===== src/rtl/spi_pkg.sv =====
// -----------------------------------------------------------------------------
// spi_pkg
// Shared types and constants for the parametrised SPI slave.
//   spi_state_t      : FSM state encoding (IDLE, LOAD, ACTIVE)
//   SCK_SYNC_STAGES  : synchroniser depth for sck and ssel_n
//   MOSI_SYNC_STAGES : synchroniser depth for mosi
//   edge_select()    : maps CPOL/CPHA onto which SCK edge samples and shifts
// -----------------------------------------------------------------------------
package spi_pkg;

    typedef enum logic [1:0] {
        IDLE   = 2'd0,
        LOAD   = 2'd1,
        ACTIVE = 2'd2
    } spi_state_t;

    localparam int SCK_SYNC_STAGES  = 3;
    localparam int MOSI_SYNC_STAGES = 2;

    typedef struct packed {
        logic sample_on_rise;
        logic shift_on_rise;
    } spi_edge_sel_t;

    // The leading edge is the transition away from CPOL, so it is a rising
    // edge when CPOL=0. Sampling happens on the leading edge only when
    // CPHA=0, which makes "sample on rise" equivalent to CPOL == CPHA.
    function automatic spi_edge_sel_t edge_select(input logic cpol, input logic cpha);
        spi_edge_sel_t sel;
        sel.sample_on_rise = (cpol == cpha);
        sel.shift_on_rise  = (cpol != cpha);
        return sel;
    endfunction

endpackage


===== src/rtl/spi_slave_param_edge_sync.sv =====
// -----------------------------------------------------------------------------
// spi_edge_sync
// Multi-flop synchroniser for an asynchronous pin with edge detection on the
// two oldest stages.
//   clk, rst_n : system clock, async active-low reset (loads RESET_VAL)
//   d_i        : asynchronous input
//   rise_o     : one-cycle pulse on a synchronised 0->1 transition
//   fall_o     : one-cycle pulse on a synchronised 1->0 transition
// STAGES must be at least 3 so the edge detector never looks at the
// metastability-exposed first flop.
// -----------------------------------------------------------------------------
module spi_edge_sync #(
    parameter int   STAGES    = 3,
    parameter logic RESET_VAL = 1'b0
) (
    input  logic clk,
    input  logic rst_n,
    input  logic d_i,
    output logic rise_o,
    output logic fall_o
);

    logic [STAGES-1:0] sync_q;

    // Shift chain; stage 0 captures the raw pin.
    always_ff @(posedge clk or negedge rst_n) begin
        if (!rst_n) begin
            sync_q <= {STAGES{RESET_VAL}};
        end else begin
            sync_q <= {sync_q[STAGES-2:0], d_i};
        end
    end

    assign rise_o = sync_q[STAGES-2] & ~sync_q[STAGES-1];
    assign fall_o = ~sync_q[STAGES-2] & sync_q[STAGES-1];

endmodule


===== src/rtl/spi_slave_param.sv =====
// -----------------------------------------------------------------------------
// spi_slave_param
// SPI slave with configurable word width, CPOL/CPHA mode, bit order and a
// valid/ready TX holding register. Everything runs on clk (>= 4x SCK).
//   clk, rst_n        : system clock, async active-low reset
//   sck_i, ssel_n_i,
//   mosi_i            : asynchronous SPI pins
//   miso_o, miso_oe_o : slave data out and its output enable (selected)
//   rx_data_o         : last complete received word
//   rx_valid_o        : one-cycle pulse when rx_data_o updates
//   rx_abort_o        : one-cycle pulse when deselected mid-word
//   tx_data_i,
//   tx_valid_i,
//   tx_ready_o        : holding-register write handshake (ready = empty)
//   tx_underrun_o     : one-cycle pulse when a word starts with nothing held
//   busy_o            : FSM is not in IDLE
// -----------------------------------------------------------------------------
module spi_slave_param
    import spi_pkg::*;
#(
    parameter int DATA_W    = 8,
    parameter int CPOL      = 0,
    parameter int CPHA      = 0,
    parameter int MSB_FIRST = 1,
    parameter int IDLE_FILL = 0
) (
    input  logic              clk,
    input  logic              rst_n,
    input  logic              sck_i,
    input  logic              ssel_n_i,
    input  logic              mosi_i,
    output logic              miso_o,
    output logic              miso_oe_o,
    output logic [DATA_W-1:0] rx_data_o,
    output logic              rx_valid_o,
    output logic              rx_abort_o,
    input  logic [DATA_W-1:0] tx_data_i,
    input  logic              tx_valid_i,
    output logic              tx_ready_o,
    output logic              tx_underrun_o,
    output logic              busy_o
);

    localparam int               CNT_W    = $clog2(DATA_W);
    localparam logic [CNT_W-1:0] LAST_CNT = CNT_W'(DATA_W - 1);
    localparam spi_edge_sel_t    EDGE_SEL = edge_select(CPOL != 0, CPHA != 0);
    localparam logic             SCK_IDLE = (CPOL != 0);
    localparam logic             FILL_BIT = (IDLE_FILL != 0);

    // Bit currently presented on MISO for a given shift-register value.
    function automatic logic tx_out_bit(input logic [DATA_W-1:0] sh);
        if (MSB_FIRST != 0) begin
            return sh[DATA_W-1];
        end else begin
            return sh[0];
        end
    endfunction

    // ---------------- synchronisers ----------------
    logic sck_rise_s, sck_fall_s, ssel_rise_s, ssel_fall_s, mosi_s;
    logic sample_edge_s, shift_edge_s;
    logic [MOSI_SYNC_STAGES-1:0] mosi_sync_q;

    spi_edge_sync #(.STAGES(SCK_SYNC_STAGES), .RESET_VAL(SCK_IDLE)) u_sck_sync (
        .clk    (clk),
        .rst_n  (rst_n),
        .d_i    (sck_i),
        .rise_o (sck_rise_s),
        .fall_o (sck_fall_s)
    );

    spi_edge_sync #(.STAGES(SCK_SYNC_STAGES), .RESET_VAL(1'b1)) u_ssel_sync (
        .clk    (clk),
        .rst_n  (rst_n),
        .d_i    (ssel_n_i),
        .rise_o (ssel_rise_s),
        .fall_o (ssel_fall_s)
    );

    // Plain level synchroniser for mosi; it is only read on sample edges.
    always_ff @(posedge clk or negedge rst_n) begin
        if (!rst_n) begin
            mosi_sync_q <= '0;
        end else begin
            mosi_sync_q <= {mosi_sync_q[MOSI_SYNC_STAGES-2:0], mosi_i};
        end
    end

    assign mosi_s        = mosi_sync_q[MOSI_SYNC_STAGES-1];
    assign sample_edge_s = EDGE_SEL.sample_on_rise ? sck_rise_s : sck_fall_s;
    assign shift_edge_s  = EDGE_SEL.shift_on_rise  ? sck_rise_s : sck_fall_s;

    // ---------------- state and datapath registers ----------------
    spi_state_t        state_q, state_d;
    logic [CNT_W-1:0]  cnt_q, cnt_d;
    logic              wrap_q, wrap_d;
    logic [DATA_W-1:0] rx_sh_q, rx_sh_d;
    logic [DATA_W-1:0] tx_sh_q, tx_sh_d;
    logic [DATA_W-1:0] hold_q, hold_d;
    logic              tx_ready_q, tx_ready_d;
    logic [DATA_W-1:0] rx_data_q, rx_data_d;
    logic              rx_valid_q, rx_valid_d;
    logic              rx_abort_q, rx_abort_d;
    logic              tx_underrun_q, tx_underrun_d;
    logic              miso_q, miso_d;
    logic              miso_oe_q, miso_oe_d;
    logic              busy_q, busy_d;

    logic [DATA_W-1:0] rx_next_s;
    logic [DATA_W-1:0] tx_shifted_s;
    logic [DATA_W-1:0] reload_word_s;
    logic              reload_fill_s;

    // FSM state register.
    always_ff @(posedge clk or negedge rst_n) begin
        if (!rst_n) begin
            state_q <= IDLE;
        end else begin
            state_q <= state_d;
        end
    end

    // FSM next state; deselect wins over any same-cycle SCK edge.
    always_comb begin
        state_d = state_q;
        case (state_q)
            IDLE: begin
                if (ssel_fall_s) begin
                    state_d = LOAD;
                end else begin
                    state_d = IDLE;
                end
            end
            LOAD, ACTIVE: begin
                if (ssel_rise_s) begin
                    state_d = IDLE;
                end else begin
                    state_d = ACTIVE;
                end
            end
            default: state_d = IDLE;
        endcase
    end

    // Shift helpers in the configured bit order.
    always_comb begin
        if (MSB_FIRST != 0) begin
            rx_next_s    = {rx_sh_q[DATA_W-2:0], mosi_s};
            tx_shifted_s = {tx_sh_q[DATA_W-2:0], 1'b0};
        end else begin
            rx_next_s    = {mosi_s, rx_sh_q[DATA_W-1:1]};
            tx_shifted_s = {1'b0, tx_sh_q[DATA_W-1:1]};
        end
    end

    // Word for a load/reload: the held word, a same-cycle write, or fill.
    always_comb begin
        reload_fill_s = 1'b0;
        if (!tx_ready_q) begin
            reload_word_s = hold_q;
        end else if (tx_valid_i) begin
            reload_word_s = tx_data_i;
        end else begin
            reload_word_s = {DATA_W{FILL_BIT}};
            reload_fill_s = 1'b1;
        end
    end

    // FSM outputs and datapath next values.
    always_comb begin
        cnt_d         = cnt_q;
        wrap_d        = wrap_q;
        rx_sh_d       = rx_sh_q;
        tx_sh_d       = tx_sh_q;
        rx_data_d     = rx_data_q;
        rx_valid_d    = 1'b0;
        rx_abort_d    = 1'b0;
        tx_underrun_d = 1'b0;

        // Holding-register write; a reload below may consume it again.
        if (tx_valid_i && tx_ready_q) begin
            hold_d     = tx_data_i;
            tx_ready_d = 1'b0;
        end else begin
            hold_d     = hold_q;
            tx_ready_d = tx_ready_q;
        end

        case (state_q)
            IDLE: begin
                cnt_d  = '0;
                wrap_d = 1'b0;
            end
            LOAD: begin
                cnt_d  = '0;
                wrap_d = 1'b0;
                if (ssel_rise_s) begin
                    tx_sh_d = tx_sh_q;
                end else begin
                    tx_sh_d       = reload_word_s;
                    tx_underrun_d = reload_fill_s;
                    tx_ready_d    = 1'b1;
                end
            end
            ACTIVE: begin
                if (ssel_rise_s) begin
                    // Partial word is dropped; rx_data keeps the last full word.
                    rx_abort_d = (cnt_q != '0);
                    cnt_d      = '0;
                    wrap_d     = 1'b0;
                end else if (sample_edge_s) begin
                    rx_sh_d = rx_next_s;
                    if (cnt_q == LAST_CNT) begin
                        rx_data_d  = rx_next_s;
                        rx_valid_d = 1'b1;
                        cnt_d      = '0;
                        wrap_d     = 1'b1;
                    end else begin
                        cnt_d = cnt_q + CNT_W'(1);
                    end
                end else if (shift_edge_s) begin
                    // wrap_q marks that a full word has just been sampled, so
                    // this shift edge starts the next word. With CPHA=1 the very
                    // first shift edge after LOAD only presents bit 0, which the
                    // load already put on the line.
                    if (cnt_q != '0) begin
                        tx_sh_d = tx_shifted_s;
                    end else if (wrap_q) begin
                        tx_sh_d       = reload_word_s;
                        tx_underrun_d = reload_fill_s;
                        tx_ready_d    = 1'b1;
                        wrap_d        = 1'b0;
                    end else begin
                        tx_sh_d = tx_sh_q;
                    end
                end else begin
                    cnt_d = cnt_q;
                end
            end
            default: begin
                cnt_d  = '0;
                wrap_d = 1'b0;
            end
        endcase

        // Pin-facing outputs are registered from next-state values so they
        // line up with state_q rather than lagging it by a cycle.
        miso_oe_d = (state_d != IDLE);
        busy_d    = (state_d != IDLE);
        if (state_d != IDLE) begin
            miso_d = tx_out_bit(tx_sh_d);
        end else begin
            miso_d = 1'b0;
        end
    end

    // Datapath and output registers.
    always_ff @(posedge clk or negedge rst_n) begin
        if (!rst_n) begin
            cnt_q         <= '0;
            wrap_q        <= 1'b0;
            rx_sh_q       <= '0;
            tx_sh_q       <= '0;
            hold_q        <= '0;
            tx_ready_q    <= 1'b1;
            rx_data_q     <= '0;
            rx_valid_q    <= 1'b0;
            rx_abort_q    <= 1'b0;
            tx_underrun_q <= 1'b0;
            miso_q        <= 1'b0;
            miso_oe_q     <= 1'b0;
            busy_q        <= 1'b0;
        end else begin
            cnt_q         <= cnt_d;
            wrap_q        <= wrap_d;
            rx_sh_q       <= rx_sh_d;
            tx_sh_q       <= tx_sh_d;
            hold_q        <= hold_d;
            tx_ready_q    <= tx_ready_d;
            rx_data_q     <= rx_data_d;
            rx_valid_q    <= rx_valid_d;
            rx_abort_q    <= rx_abort_d;
            tx_underrun_q <= tx_underrun_d;
            miso_q        <= miso_d;
            miso_oe_q     <= miso_oe_d;
            busy_q        <= busy_d;
        end
    end

    assign miso_o        = miso_q;
    assign miso_oe_o     = miso_oe_q;
    assign rx_data_o     = rx_data_q;
    assign rx_valid_o    = rx_valid_q;
    assign rx_abort_o    = rx_abort_q;
    assign tx_ready_o    = tx_ready_q;
    assign tx_underrun_o = tx_underrun_q;
    assign busy_o        = busy_q;

endmodule


===== config.mk =====
export PLATFORM = sky130hd
export DESIGN_NAME = spi_slave_param
export DESIGN_NICKNAME = d
export VERILOG_FILES = /design/src/rtl/spi_pkg.sv /design/src/rtl/spi_slave_param_edge_sync.sv /design/src/rtl/spi_slave_param.sv
export SDC_FILE = /design/constraint.sdc
export NUM_CORES = 1
export LEC_CHECK = 0
export CAP_MARGIN = 20
export CORE_ASPECT_RATIO = 0.9
export CORE_MARGIN = 4
export CORE_UTILIZATION = 40
export CTS_CLUSTER_SIZE = 16
export DETAILED_ROUTE_END_ITERATION = 10
export DONT_BUFFER_PORTS = 1
export GPL_TIMING_DRIVEN = 0
export PLACE_DENSITY = 0.66
export SYNTH_ARGS = -nofsm -noshare
export SYNTH_HDL_FRONTEND = slang
export SYNTH_SLANG_ARGS = --single-unit

===== constraint.sdc =====
create_clock -name clk -period 4.3 [get_ports clk]
set_input_delay 0.86 -clock clk [delete_from_list [all_inputs] [get_ports clk]]
set_output_delay 0.86 -clock clk [all_outputs]
set_load 0.1 [all_outputs]

# Yosys cells after proc, flatten, opt, wreduce, memory -nomap -nowiden
# Index checks and enable logic that the tools add are counted.
[word_totals] reg_bits=51 in_bits=14 elab_cells=95
[classes] n_addsub=1 eq_ne=12 muxes=46 bitwise_logic=9 n_reduce_logical=10
[op_table] operator="2-to-1 mux 8 bit" count=8
[op_table] operator="2-to-1 mux 1 bit" count=29
[op_table] operator="one-hot mux 8 bit (2 select lines)" count=1
[op_table] operator="2-to-1 mux 3 bit" count=4
[op_table] operator="inequality test 4 bit, second input constant" count=3
[op_table] operator="inequality test 2 bit, second input constant" count=4
[op_table] operator="inequality test 3 bit, second input constant" count=2
[op_table] operator="AND reduction 3 bit" count=2
[op_table] operator="AND reduction 6 bit" count=1
[op_table] operator="NOT 1 bit" count=5
[op_table] operator="AND 1 bit" count=4
[op_table] operator="one-hot mux 1 bit (2 select lines)" count=2
[op_table] operator="one-hot mux 2 bit (2 select lines)" count=1
[op_table] operator="AND reduction 4 bit" count=1
[op_table] operator="nonzero test 2 bit" count=2
[op_table] operator="adder 3 x 1 -> 3 bit, second input constant" count=1
[op_table] operator="== test 3 bit, second input constant" count=1
[op_table] operator="nonzero test 3 bit" count=1
[op_table] operator="== test 2 x 1 -> 1 bit, second input constant" count=1
[op_table] operator="== test 2 bit, second input constant" count=1
[op_table] operator="logical NOT 2 bit" count=1
[op_table] operator="2-to-1 mux 2 bit" count=1
[op_table] operator="OR reduction 2 bit" count=1
[op_table] operator="logical AND 1 bit" count=1

# Longest topological paths before layout
# Gate-level depths: netlist of run 1.
[depth] ltp_word=9 depth_mapped=9

# Cells and area by module
# Synthesis of run 1 repeated with hierarchy kept, for this count alone.
[unflattened] cells_unflattened=199 area_unflattened_um2=2308.5
[by_module_without_submodules] mod="spi_slave_param" n_inst=1 cells_per_inst=189 area_per_inst_um2=2124.5 seq_area_each_um2=1127.3
[by_module_without_submodules] mod="spi_edge_sync at u_ssel_sync" n_inst=1 cells_per_inst=5 area_per_inst_um2=93.8 seq_area_each_um2=78.8
[by_module_without_submodules] mod="spi_edge_sync at u_sck_sync" n_inst=1 cells_per_inst=5 area_per_inst_um2=90.1 seq_area_each_um2=75.1

# Least setup slack after synthesis of run 1
# Ideal clock, no wire load.
[synth_timing] path_type="flip-flop to output port" start="register busy_o (netlist name)" end="output port miso_oe_o" arrival_time_ns=1.324 t_required_ns=3.440 path_slack_ns=2.116 stages_incl_launch_ff=2 path_buffers=1 cell_sequence="dfrtp_1 buf_4"
[synth_rtl] item="end: declaration" line_no="spi_slave_param.sv:33" source="output logic miso_oe_o,"

==> results.py, run 1 <==
metrics = {
    "status": {
        "status": "finished, final reports clean",
    },
    "sta": {
        "slew_violations": 0,
        "finClkSkew_ns": 0.0114,
        "tns_ns": 0,
        "max_freq_mhz": 396,
        "slew_headroom_pct": 39.4,
        "tightestPinTransition_ns": 0.908,
        "fin_crit_ns": 2.53,
        "hold_ws_ns": 0.229,
        "rsz0062_at_grt": "false",
        "setup_ws_ns": 1.77,
        "fin_crit_sh_pct": 58.8,
        "hold_violations": 0,
        "setup_viol": 0,
    },
    "final_layout": {
        "antenna_cells": 0,
        "fin_nets": 241,
        "utilization_pct": 44.6,
        "syn_to_final_growth_pct": 7.70,
        "stdcell_count": 291,
        "final_area_um2": 2540,
        "drive_gt1_share_pct": 19.0,
    },
    "pwr": {
        "intPower_mw": 0.830,
        "p_switching_mw": 0.491,
        "switching_share_pct": 37.2,
        "p_leak_nw": 1.24,
        "pwr-share-seq_pct": 52.3,
        "combPwrFrac_pct": 25.7,
        "peakVddDrop_mv": 0.404,
        "power.total_mw": 1.32,
        "powerDensity_nw_per_um2": 521,
        "power_frac_clock_pct": 21.9,
    },
    "grt": {
        "grt_overflow_total": 0,
        "grt_pass1_vias": 1512,
        "grt_pass1_wl_um": 7110,
        "grt.total_usage_pct": 12.6,
        "grt_max_degree": 52,
        "antenna_found_initial": 0,
    },
    "synth": {
        "synth.top_cell.area_share_pct": 49.9,
        "yosysSeqAreaShare_pct": 54.4,
        "yosys.area.top_type": "dfrtp_1",
        "ys_types": 38,
        "ys_top_cells_by_area": "dfrtp_1 50%, mux2_2 7.6%, dfstp_2 4.5%",
        "netlist_area_um2": 2360,
        "postSynthAreaPerCell_um2": 11.1,
        "ys_warn_count": 0,
        "syn_nets": 234,
        "synthCells": 213,
        "ys_ff_latch": 51,
    },
    "drt": {
        "vias": 1525,
        "drtAntennaViolNets": 0,
        "drt-total-wl_um": 4260,
        "viasPerCell": 5.24,
        "firstDrtPassIters": 4,
        "met2_length_um": 1860,
        "top_layer": "met4",
        "wire_per_inst_um": 14.6,
        "drc": 0,
        "met1_length_um": 2090,
        "wl_met3_um": 271,
        "drt-initial-drc-count": 83,
    },
    "floorplanning": {
        "rows": 26,
        "initial_core_util_pct": 41.4,
        "chipHeight_um": 80.8,
        "die_area_um2": 7180,
        "die_x_um": 88.9,
        "coreArea_um2": 5690,
        "boundaryPins": 29,
    },
    "worst_setup_path": {
        "crit_family": "flip-flops",
        "crit_type": "reg -> out",
        "critPathMaxStageDelay_ns": 0.94,
        "crit_arrival_ns": 1.67,
        "required_ns": 3.44,
        "startpoint_type": "flop",
        "cp-end-kind": "output pin",
        "crit_buf_inv": 1,
        "cp_max_fo": 2,
        "path_cells": "buf_4",
        "critPathSlowestCell": "dfrtp_1",
    },
    "clock_network": {
        "post_cts_buffers": 0,
        "h-tree-depth": 2,
        "clock_sinks": 51,
        "hold_buffers": 0,
        "ctsResizeCount": 0,
        "cts_root_buf": "clkbuf_8",
        "numCtsBuffers": 5,
        "clk_pin_slew_worst_paths_ns": 0.11,
        "clk_latency_ns": 0.31,
        "cts_tree": "yes",
        "cts_buffer_depth": 2,
    },
    "job": {
        "drv_cap": 0,
    },
    "place": {
        "routabilityCongestion": 0.815,
        "port_buffers": 0,
        "place_ws_ns": 2.10,
        "place_area_um2": 2440,
        "placed_cells_incl_taps": 283,
        "dp_hpwl_um": 3020,
    },
    "worst_hold_path": {
        "hold_path_class": "in -> async",
    },
}
==> power by group through the flow <==
stage | registers (mW) | logic, mW | clock network, mW
floorplan | 0.681 | 0.285 | 0
global placement | 0.696 | 0.331 | 0
detailed placement | 0.698 | 0.341 | 0
CTS | 0.691 | 0.341 | 0.300
global route | 0.702 | 0.381 | 0.317
finish | 0.691 | 0.340 | 0.290
==> cell families (layout without fill, tap and decap cells) <==
kind of cell / after synthesis / count (layout) / share of synthesized area (%)
buffers and inverters: 26 / 34 / 5.47
adder cells (fa/ha/maj): 7 / 7 / 3.72
AND/OR/NAND/NOR: 64 / 64 / 15.1
multiplexers: 23 / 23 / 10.6
flip-flops: 51 / 51 / 54.4
AO/OA/AOI/OAI: 42 / 42 / 10.7
==> metal layers <==
layer,vias up,track usage [%]
li1,745,-
met1,748,17.7
met2,28,18.4
met3,4,4.56
met4,0,3.17
met5,-,0
==> flip-flops by register name (all words and copies together) (netlist names), 2 cells and up <==
name / flops
hold_q: 8
u_sck_sync.sync_q: 3
state_q: 2
cnt_q: 3
u_ssel_sync.sync_q: 3
rx_sh_q: 7
mosi_sync_q: 2
tx_sh_q: 8
rx_data_o: 8
==> cells in the final DEF (no fill, tap or decap), drive strengths merged <==
| cell type | n |
|---|---|
| or4 | 1 |
| nor4bb | 1 |
| inv | 16 |
| nand2 | 22 |
| and4 | 1 |
| o31ai | 1 |
| dfstp | 4 |
| clkbuf | 9 |
| mux2i | 7 |
| a41o | 1 |
| a31oi | 2 |
| mux2 | 16 |
| clkinvlp | 1 |
| and4bb | 1 |
| a22oi | 5 |
| nand3b | 1 |
| o22a | 1 |
| a21oi | 17 |
| or3b | 1 |
| nand3 | 9 |
| ha | 7 |
| dfrtp | 47 |
| nor2 | 8 |
| nand4 | 2 |
| buf | 8 |
| o22ai | 2 |
| and3 | 1 |
| and2b | 1 |
| nor2b | 6 |
| nand2b | 6 |
| nor4 | 1 |
| o21ai | 12 |
| a211o | 1 |
| and2 | 2 |
==> final cells by class <==
type | instances | area [µm²]
multi-input cells | 136 | 946
well taps | 70 | 87.6
plain buffers | 12 | 76.3
flip-flops and latches | 51 | 1280
inverters | 14 | 52.6
clock inverters | 3 | 25.0
clock buffers | 5 | 68.8
fillers | 517 | 3160
==> final timing paths <==
path	startpoint	end	slack, ns	depth (start not counted)
max	busy_o	miso_oe_o	1.77	1
min	rst_n	rx_data_o[2]	0.23	0
max reg2reg	tx_ready_o	hold_q[0]	2.21	4
min reg2reg	u_sck_sync.sync_q[0]	u_sck_sync.sync_q[1]	0.36	0
max in group asynchronous	rst_n	tx_ready_o	3.88	0
min in group clk	u_sck_sync.sync_q[0]	u_sck_sync.sync_q[1]	0.36	0
==> synthesized netlist by cell type <==
cell      number
a22oi_1        5
mux2_2        16
a41o_1         1
nand2b_1       6
o22a_1         1
o21ai_2        1
nand4_2        1
nand3b_1       1
mux2i_1        7
buf_6          3
o22ai_1        2
nor2_1         8
buf_4          1
nor2b_2        1
o31ai_2        1
dfstp_2        4
nor4bb_1       1
o21ai_0       11
and4_1         1
nand2_1       22
nor2b_1        5
and4bb_1       1
a211o_1        1
inv_1         14
ha_1           7
and2b_1        1
buf_2          4
a31oi_1        2
or3b_2         1
dfrtp_1       47
clkbuf_1       4
and3_1         1
a21oi_1       17
nand3_1        9
or4_1          1
nand4_1        1
nor4_4         1
and2_1         2
Power figures use the tool's default switching activity.
==> run 2, diff against run 1 <==
--- a/config.mk
+++ b/config.mk
@@ -13,7 +13,7 @@
 export DETAILED_ROUTE_END_ITERATION = 10
 export DONT_BUFFER_PORTS = 1
 export GPL_TIMING_DRIVEN = 0
-export PLACE_DENSITY = 0.66
+export PLACE_DENSITY = 0.68
 export SYNTH_ARGS = -nofsm -noshare
 export SYNTH_HDL_FRONTEND = slang
 export SYNTH_SLANG_ARGS = --single-unit
==> constraint.sdc (replaced) <==
create_clock -name clk -period 2.1 [get_ports clk]
set_input_delay 0.42 -clock clk [delete_from_list [all_inputs] [get_ports clk]]
set_output_delay 0.42 -clock clk [all_outputs]
set_load 0.1 [all_outputs]
==> run 2 against run 1 <==
Net effect:
- clock power up 110%
- register-to-register slack worse by 2.0 ns
- die area unchanged
- clock skew down 0.0040 ns
- sequential share of layout area down 0.74 points
- total power up 110%
- global-route usage up 0.12 points
- critical path depth up 5
- hold slack worse by 0.13 ns
- via count down 0.92%
- largest cell class unchanged
==> results.py, run 2 (synthesized netlist as in run 1, its figures left out) <==
metrics = {
    "status": {
        "status": "finished, final reports clean",
    },
    "drt": {
        "drt-total-wl_um": 4200,
        "firstDrtPassIters": 4,
        "drtAntennaViolNets": 0,
        "drc": 0,
        "wire_per_inst_um": 14.3,
        "vias": 1511,
        "viasPerCell": 5.16,
        "drt-initial-drc-count": 77,
    },
    "grt": {
        "grt_overflow_total": 0,
        "grt.total_usage_pct": 12.7,
        "grt_pass1_wl_um": 7130,
        "grt_pass1_vias": 1490,
        "grt_max_degree": 52,
        "antenna_found_initial": 0,
    },
    "sta": {
        "slew_headroom_pct": 39.8,
        "hold_violations": 0,
        "fin_crit_sh_pct": 91.6,
        "rsz0062_at_grt": "false",
        "slew_violations": 0,
        "tightestPinTransition_ns": 0.904,
        "max_freq_mhz": 520,
        "tns_ns": 0,
        "finClkSkew_ns": 0.00742,
        "setup_viol": 0,
        "setup_ws_ns": 0.175,
        "fin_crit_ns": 1.92,
    },
    "place": {
        "placed_cells_incl_taps": 283,
        "routabilityCongestion": 0.837,
        "port_buffers": 0,
        "place_ws_ns": 0.0187,
        "dp_hpwl_um": 2970,
    },
    "worst_setup_path": {
        "cp-end-kind": "flop",
        "crit_type": "reg -> reg",
        "cp_max_fo": 10,
        "startpoint_type": "flop",
        "crit_arrival_ns": 2.16,
        "required_ns": 2.34,
        "ff2ff_setup_slack_ns": 0.18,
    },
    "final_layout": {
        "utilization_pct": 45.4,
        "fin_nets": 243,
        "syn_to_final_growth_pct": 9.72,
        "stdcell_count": 293,
        "layout_common_cells": "46 x dfrtp_1, 21 x nand2_1, 17 x a21oi_1",
        "antenna_cells": 0,
        "layout_commonest_cell": "dfrtp_1",
        "drive_gt1_share_pct": 20.2,
    },
    "clock_network": {
        "cts_tree": "yes",
        "cts_root_buf": "clkbuf_8",
        "clk_latency_ns": 0.31,
        "h-tree-depth": 2,
        "clk_pin_slew_worst_paths_ns": 0.10,
        "post_cts_buffers": 0,
        "clock_sinks": 51,
        "numCtsBuffers": 5,
        "cts_buffer_depth": 2,
    },
    "floorplanning": {
        "chipHeight_um": 80.8,
        "initial_core_util_pct": 41.4,
        "die_area_um2": 7180,
        "die_x_um": 88.9,
        "rows": 26,
        "boundaryPins": 29,
        "coreArea_um2": 5690,
    },
    "pwr": {
        "powerDensity_nw_per_um2": 1060,
        "power_frac_clock_pct": 22.1,
        "switching_share_pct": 37.3,
        "p_switching_mw": 1.02,
        "p_leak_nw": 1.26,
        "pwr-share-seq_pct": 51.6,
        "combPwrFrac_pct": 26.3,
        "intPower_mw": 1.71,
        "peakVddDrop_mv": 0.502,
    },
    "job": {
        "drv_cap": 0,
    },
    "worst_hold_path": {
        "hold_path_class": "in -> reg",
    },
}
[run 2: timing repair]
item,CTS,global route
pin swaps,0,0
resized for setup,2,1
setup endpoints to repair,2,1
hold buffers,2,0
endpoints found under the hold margin,51,0
[run 2: metal layers]
metal  vias up  wire (µm)  global-route usage [%]
met1       724       2060                    18.0
li1        750          -                       -
met5         -          0                       0
met2        31       1800                    18.0
met4         0         36                    3.63
met3         6        298                    4.97
[run 2: power groups by stage]
stage	Combinational (mW)	Sequential [mW]	Clock, mW
after floorplan	0.583	1.40	0
after global placement	0.679	1.42	0
after detailed placement	0.692	1.43	0
after CTS	0.720	1.41	0.623
after global routing	0.813	1.45	0.658
final	0.718	1.41	0.606
[run 2: cell type report]
class                           count  area, µm²
Tap cell                           70       87.6
Inverter                           14       52.6
Buffer                             12       76.3
Fill cell                         524       3110
Clock buffer                        5       68.8
Multi-Input combinational cell    136        948
Sequential cell                    51       1290
Clock inverter                      3       27.5
Timing Repair Buffer                2       37.5
[run 2: final timing paths]
| path | to | start | depth (start not counted) |
|---|---|---|---|
| min | u_ssel_sync.sync_q[0] | ssel_n_i | 0 |
| max | tx_sh_q[2] | tx_ready_o | 6 |
| max in group asynchronous | u_ssel_sync.sync_q[0] | rst_n | 2 |
| min in group asynchronous | rx_data_o[0] | rst_n | 2 |
| max reg2reg | tx_sh_q[2] | tx_ready_o | 6 |
| min reg2reg | u_ssel_sync.sync_q[1] | u_ssel_sync.sync_q[0] | 0 |
[run 2: worst max-delay path: stages, from the launching register on]
cell and delay [ns]:
dfstp_4 0.80, buf_2 0.27, buf_2 0.23, nand3_1 0.11, o21ai_0 0.16, a21oi_1 0.12
a21oi_1 0.15
[run 2: through the flow]
| step | hold slack, ns | power, mW | cell area [µm²] |
|---|---|---|---|
| 6_report | 0.102 | 2.74 | 2580 |
| 4_1_cts | 0.0920 | 2.76 | 2580 |
| 2_1_floorplan | 0.124 | 1.98 | 2360 |
| 3_3_place_gp | 0.126 | 2.10 | 2440 |
| 5_1_grt | 0.0786 | 2.92 | 2580 |
| 3_5_place_dp | 0.126 | 2.12 | 2440 |
